`src/rtl/seq_step_ctrl.sv`:
```
// Run controller for the 8-entry table walker: accepts a run command, paces one-cycle
// step pulses from a period down-counter and tracks the wrapped table index.
//
// state | meaning
// ------+-------------------------------------------------------------
// IDLE  | waiting for a command, cmd_ready high
// RUN   | pacing steps; cnt counts down to the next step
// HOLD  | paused; cnt frozen until pause drops or stop arrives
// DONE  | run finished or aborted; issues the done pulse, then IDLE
module seq_step_ctrl #(
   parameter int IDX_W = 3,
   parameter int DIV_W = 16,
   parameter int CNT_W = 8
) (
   input  logic             clk,
   input  logic             rst,
   input  logic             cmd_valid,
   output logic             cmd_ready,
   input  logic             cmd_up,
   input  logic             cmd_cont,
   input  logic             cmd_home,
   input  logic [CNT_W-1:0] cmd_steps,
   input  logic [DIV_W-1:0] cmd_div,
   input  logic             pause,
   input  logic             stop,
   output logic             step_o,
   output logic             up_o,
   output logic [IDX_W-1:0] index_o,
   output logic             wrap_o,
   output logic             busy,
   output logic             done
);

   typedef enum logic [1:0] {S_IDLE, S_RUN, S_HOLD, S_DONE} state_t;

   state_t           state_q, state_d;
   logic [DIV_W-1:0] cnt_q, cnt_d;
   logic [DIV_W-1:0] div_q, div_d;
   logic [CNT_W-1:0] rem_q, rem_d;
   logic             cont_q, cont_d;
   logic             up_q, up_d;
   logic [IDX_W-1:0] idx_q, idx_d;
   logic             step_q, step_d;
   logic             wrap_q, wrap_d;
   logic             done_q, done_d;

   always_ff @(posedge clk or posedge rst) begin
      if (rst) begin
         state_q <= S_IDLE;
         cnt_q   <= '0;
         div_q   <= '0;
         rem_q   <= '0;
         cont_q  <= 1'b0;
         up_q    <= 1'b1;
         idx_q   <= '0;
         step_q  <= 1'b0;
         wrap_q  <= 1'b0;
         done_q  <= 1'b0;
      end else begin
         state_q <= state_d;
         cnt_q   <= cnt_d;
         div_q   <= div_d;
         rem_q   <= rem_d;
         cont_q  <= cont_d;
         up_q    <= up_d;
         idx_q   <= idx_d;
         step_q  <= step_d;
         wrap_q  <= wrap_d;
         done_q  <= done_d;
      end
   end

   always_comb begin
      state_d = state_q;
      cnt_d   = cnt_q;
      div_d   = div_q;
      rem_d   = rem_q;
      cont_d  = cont_q;
      up_d    = up_q;
      idx_d   = idx_q;
      step_d  = 1'b0;
      wrap_d  = 1'b0;
      done_d  = 1'b0;
      case (state_q)
         S_IDLE: begin
            if (cmd_valid) begin
               up_d   = cmd_up;
               cnt_d  = cmd_div;
               div_d  = cmd_div;
               rem_d  = cmd_steps;
               cont_d = cmd_cont;
               if (cmd_home) idx_d = '0;
               if (!cmd_cont && (cmd_steps == '0)) state_d = S_DONE;
               else                                 state_d = S_RUN;
            end
         end
         S_RUN: begin
            if (stop) begin
               state_d = S_DONE;
            end else if (pause) begin
               state_d = S_HOLD;
            end else if (cnt_q != '0) begin
               cnt_d = cnt_q - DIV_W'(1);
            end else begin
               step_d = 1'b1;
               cnt_d  = div_q;
               if (up_q) begin
                  idx_d  = idx_q + IDX_W'(1);
                  wrap_d = (idx_q == {IDX_W{1'b1}});
               end else begin
                  idx_d  = idx_q - IDX_W'(1);
                  wrap_d = (idx_q == '0);
               end
               // rem is only meaningful for counted runs; continuous runs end on stop
               if (!cont_q) begin
                  rem_d = rem_q - CNT_W'(1);
                  if (rem_q == CNT_W'(1)) state_d = S_DONE;
               end
            end
         end
         S_HOLD: begin
            if (stop)        state_d = S_DONE;
            else if (!pause) state_d = S_RUN;
         end
         S_DONE: begin
            done_d  = 1'b1;
            state_d = S_IDLE;
         end
         default: state_d = S_IDLE;
      endcase
   end

   assign cmd_ready = (state_q == S_IDLE);
   assign busy      = (state_q != S_IDLE);
   assign step_o    = step_q;
   assign up_o      = up_q;
   assign index_o   = idx_q;
   assign wrap_o    = wrap_q;
   assign done      = done_q;

endmodule

```
`config.mk`:
```
export PLATFORM = sky130hd
export DESIGN_NAME = seq_step_ctrl
export DESIGN_NICKNAME = d
export VERILOG_FILES = /design/src/rtl/seq_step_ctrl.sv
export SDC_FILE = /design/constraint.sdc
export NUM_CORES = 1
export LEC_CHECK = 0
export CAP_MARGIN = 15
export CORE_UTILIZATION = 30
export CTS_CLUSTER_SIZE = 40
export DETAILED_ROUTE_END_ITERATION = 10
export SYNTH_ARGS = -nofsm -noshare
export SYNTH_HDL_FRONTEND = slang
export SYNTH_SLANG_ARGS = --single-unit
```
`constraint.sdc`:
```
create_clock -name clk -period 2.2 [get_ports clk]
set_input_delay 0.44 -clock clk [delete_from_list [all_inputs] [get_ports clk]]
set_output_delay 0.44 -clock clk [all_outputs]
set_load 0.02 [all_outputs]
```
Yosys cells after proc, flatten, opt, wreduce, memory -nomap -nowiden
Cells that the tools add are included.
{"block": "word_totals", "register_bits": 50, "in_bits": 32, "out_inout_bits": 9}
{"block": "op_classes", "add_sub_neg": 4, "n_eq_ne": 15, "n_mux": 38, "reduce_logical": 13}
{"operator": "16-bit 2-to-1 mux", "n": 4}
{"operator": "8-bit 2-to-1 mux", "n": 5}
{"operator": "16-bit one-hot mux with 2 select lines", "n": 1}
{"operator": "2-bit 2-to-1 mux", "n": 9}
{"operator": "3-bit 2-to-1 mux", "n": 6}
{"operator": "8-bit one-hot mux with 2 select lines", "n": 1}
{"operator": "16-bit nonzero test", "n": 1}
{"operator": "16-bit by 1-bit subtractor with 16-bit output, second input constant", "n": 1}
{"operator": "4-bit inequality test, second input constant", "n": 3}
{"operator": "6-bit AND reduction", "n": 2}
{"operator": "1-bit 2-to-1 mux", "n": 10}
{"operator": "2-bit inequality test, second input constant", "n": 5}
{"operator": "8-bit by 1-bit equality test with 1-bit output, second input constant", "n": 1}
{"operator": "8-bit logical NOT", "n": 1}
{"operator": "2-bit one-hot mux with 4 select lines", "n": 1}
{"operator": "8-bit by 1-bit subtractor with 8-bit output, second input constant", "n": 1}
{"operator": "3-bit one-hot mux with 2 select lines", "n": 1}
{"operator": "5-bit AND reduction", "n": 1}
{"operator": "2-bit equality test, second input constant", "n": 2}
{"operator": "4-bit AND reduction", "n": 1}
{"operator": "2-bit nonzero test", "n": 2}
{"operator": "3-bit by 1-bit adder with 3-bit output, second input constant", "n": 1}
{"operator": "3-bit equality test, second input constant", "n": 1}
{"operator": "3-bit logical NOT", "n": 1}
{"operator": "other kinds (8)", "n": 8}

Depth between registers and ports, before layout
{"block": "depth", "word_depth": 7, "ltp_mapped": 8, "mapped_depth_nobuf": 7}

Least setup slack after synthesis
OpenSTA, ideal clock, no wires.
{"block": "synth_timing", "kind": "flip-flop to flip-flop", "startpoint": "register cnt_q[0]", "endpoint": "register cnt_q[9]", "setup_ns": 0.126, "t_arrival_ns": 2.247, "required_ns": 2.074, "setup_slack_ns": -0.173, "path_stages_with_launch": 9, "n_path_buf": 1, "cell_sequence": "dfrtp_1 inv_1 ha_1 or4b_2 or4_4 buf_6 o21ai_0 a21oi_1 a221o_1"}
{"block": "synth_via", "elab_chain_len": 5, "elab_cells_between_ends": 6}
{"element": "start: declaration", "line": "37", "rtl": "logic [DIV_W-1:0] cnt_q, cnt_d;"}
{"element": "start signal: assignment", "line": "61", "rtl": "cnt_q <= cnt_d;"}
{"element": "16-bit by 1-bit subtractor with 16-bit output or 16-bit nonzero test (tied branches)", "line": "103, 102"}
{"element": "16-bit 2-to-1 mux *", "line": "102", "rtl": "end else if (cnt_q != '0) begin"}
{"element": "16-bit 2-to-1 mux *", "line": "100", "rtl": "end else if (pause) begin"}
{"element": "16-bit 2-to-1 mux *", "line": "98", "rtl": "if (stop) begin"}
{"element": "16-bit one-hot mux with 2 select lines *", "line": "84", "rtl": "case (state_q)"}
Every way passes the cells marked *; elsewhere a longest branch is shown, timed or not. The select of a mux whose other input is x is not followed.
A chain may end at the register's enable or synchronous reset.

Final worst setup path
{"block": "layout_timing", "startpoint": "register cnt_q[5]", "endpoint": "register rem_q[5]"}
{"block": "layout_via", "elab_chain_len": 3}
{"element": "16-bit nonzero test", "line": "102"}
{"element": "2-bit inequality test (no line)"}
{"element": "6-bit AND reduction (no line)"}
{"element": "end signal: assignment", "line": "63", "rtl": "rem_q <= rem_d;"}
{"element": "end: declaration", "line": "39", "rtl": "logic [CNT_W-1:0] rem_q, rem_d;"}
Every way passes these cells.

==> run summary <==
Number of enable flip-flop cells after synthesis: 0
Largest net degree at the start of global routing: 41
Outcome: finished with violations
Mapped Avg Cell Area: 8.62 um2
DR WL/cell: 15.2 um
GRT Residual Overflow: 0
Comb power frac: 0.537
CTS buffer count: 5
1st-pass router iterations: 4
Post-Layout Cell Count: 555
Die Wd: 100 um
Slew HR: 0.511
Final Setup Violations: 18
Dpl cell area: 3790 um2
Die footprint: 10,100 um2
CP endpoint kind: flop
Clk slew on worst S/H paths: 0.09 ns
Starting Density: 0.312
Most frequent cells in the layout: 73 x nand2_1, 52 x buf_4, 49 x dfrtp_1, 40 x clkdlybuf4s50_1, 19 x a21oi_1
Sequential share of the synthesized area: 0.432
Inserted Diodes: 0
Max Fanout on Critical Path: 4
CP required: 2.40 ns
Violated checks: negative setup slack
H-tree levels: 2
Leakage: 1.78 nW
WP data arrival: 2.51 ns
Critical-path cell list: or4_4 -> or4_4 -> nor3_4 -> buf_6 -> buf_6 -> and3_4 -> o21ai_2
Asr flop ratio synth: 1.00
Flop pwr share: 0.344
Post-synthesis cell count: 336
Layout Nets: 462
Clk_lat worst skew: 0.31 ns
IO buf count: 40
Row count: 35
Switching fraction of total power: 0.417
Synthesized area: 2900 um2
Core area: 9280 um2
Yosys reg bits: 50
Worst slew pin tran: 0.734 ns
Most used flip-flop cell after synthesis: dfrtp_1
Total number of vias: 2,856
Distinct cells, synth: 53
Largest cells by area after synthesis: dfrtp_1 42%, nand2_1 9.5%, a21oi_1 3.5%, o21ai_0 3.1%, nor2_1 3.0%
Max VDD drop: 0.432 mV
Post-synth net total: 373
Clk network pwr share: 0.119
Worst path slowest cell: or4_4
Die Ht: 100 um
Worst min path class: in -> async
Synth-to-Final Area Change: 43.2%
CP bufs+invs: 2
DRC: 0
Post-DR vias/cell: 5.15
Synth Warn #: 0
Total wire length: 8440 um
DR iter-0 viols: 144
Global-route wire length before repair: 14,100 um
CTS sink count: 50
Initial antenna violation count: 0
Min cycle time layout: 2.31 ns
Synth top area share: 0.423
GRT Total Usage: 0.176
Register area: 1250 um2
CP peak stage delay: 0.59 ns
Vias in the first global route: 2,848
Routability cong.: 0.834
Cell accounting for the most synthesized area: dfrtp_1
Upper clock frequency limit: 434 MHz
Critical path type: reg -> reg
RSZ-0062 raised after global routing: yes
Most common cell after layout, fill and taps aside: nand2_1
Fin crit share: 1.05
CTS tree: done
Hpwl dp: 6000 um
Final hold vios: 0
Clk_skew: 0.0112 ns
PwrDens: 1160 nW/um2
CP top delay family: simple AND/OR/NAND/NOR gates
Multi-input gate area: 1680 um2
Final ANT Viol Nets: 0
CP Launch Type: flop
Root buffer cell: clkbuf_8
Fin. max-slew vios: 0
I/O Pins: 41
Slack of the critical path: -0.106 ns
Internal: 0.00281 W
Fill count: 915
Max-Cap Viols: 0
Placed Cells: 536
Design Area, Final: 4150 um2
Hold_buf cts: 0
Max clock buf depth: 2
Layout cells sized above 1: 0.268
P_sw: 0.00201 W
## per-stage QoR
step	TNS (ns)	util	hold WS (ns)	setup slack, ns	total power (W)
final	-1.16	0.447	0.381	-0.106	0.00482
after global routing	-2.21	0.447	0.407	-0.158	0.00517
after CTS	-0.318	0.431	0.389	-0.0721	0.00466
after detailed placement	-1.35	0.408	0.458	-0.0957	0.00396
after global placement	-1.00	0.408	0.455	-0.111	0.00392
after floorplan	-0.352	-	0.440	-0.0658	0.00302
## repair_timing
| action | CTS | global route |
|---|---|---|
| gates cloned | 1 | 0 |
| resized for setup | 16 | 33 |
| setup endpoints to repair | 25 | 27 |
| pin swaps | 10 | 21 |
| setup buffers | 7 | 4 |
## sequential cells by signal (all words and copies together), names as in the netlist
register / count
cnt_q: 16
cont_q: 1
div_q: 16
done: 1
index_o: 3
rem_q: 8
state_q: 2
step_o: 1
up_o: 1
wrap_o: 1
## synth_stat cells, drive strengths merged (4+ instances only)
library cell and count:
or4 7, or3 7, a21oi 20, o21ai 20
buf 7, and3 4, clkbuf 13, nor4 10
dfrtp 49, a31oi 12, inv 12, ha 4
a221o 8, a211oi 4, xnor2 5, nor3 6
nand2 73, nand2b 5, xor2 4, nor2 23
## power by group through the flow
stage	combinational, W	sequential [W]	clock [W]
floorplan	0.00140	0.00162	0
global placement	0.00229	0.00163	0
detailed placement	0.00233	0.00164	0
CTS	0.00245	0.00163	0.000585
global route	0.00285	0.00171	0.000612
finish	0.00259	0.00166	0.000572
## area by class of cell
cell class              count  share of cell area
well taps                 129              0.0389
inverters                  12              0.0109
clock buffers               7              0.0208
flip-flops and latches     50               0.302
multi-input cells         255               0.405
clock inverters             1             0.00121
repair buffers            101               0.221
## cell families after synthesis
group / Yosys count / share of synthesized area
simple gates: 156 / 0.276
compound gates: 84 / 0.190
flops: 50 / 0.432
buf+inv: 32 / 0.0501
xor+xnor: 9 / 0.0272
fa+ha+maj: 5 / 0.0242
## final timing paths
kind                       slack [ns]  depth (start not counted)      start         to
hold / removal                   0.38                          2        rst     step_o
setup reg to reg                -0.11                          7   cnt_q[5]   rem_q[5]
min in group clk                 0.48                          2  div_q[12]  div_q[12]
setup / recovery                -0.11                          7   cnt_q[5]   rem_q[5]
max in group asynchronous        1.31                          3        rst  div_q[14]
hold reg to reg                  0.48                          2  div_q[12]  div_q[12]
## metal layers
layer,track usage,vias to the layer above,wire [um]
li1,-,1386,-
met1,0.232,1376,3990
met2,0.306,78,4070
met3,0.0223,16,272
met4,0.0468,0,114
met5,0,-,0
(Power assumes the default switching activity.)
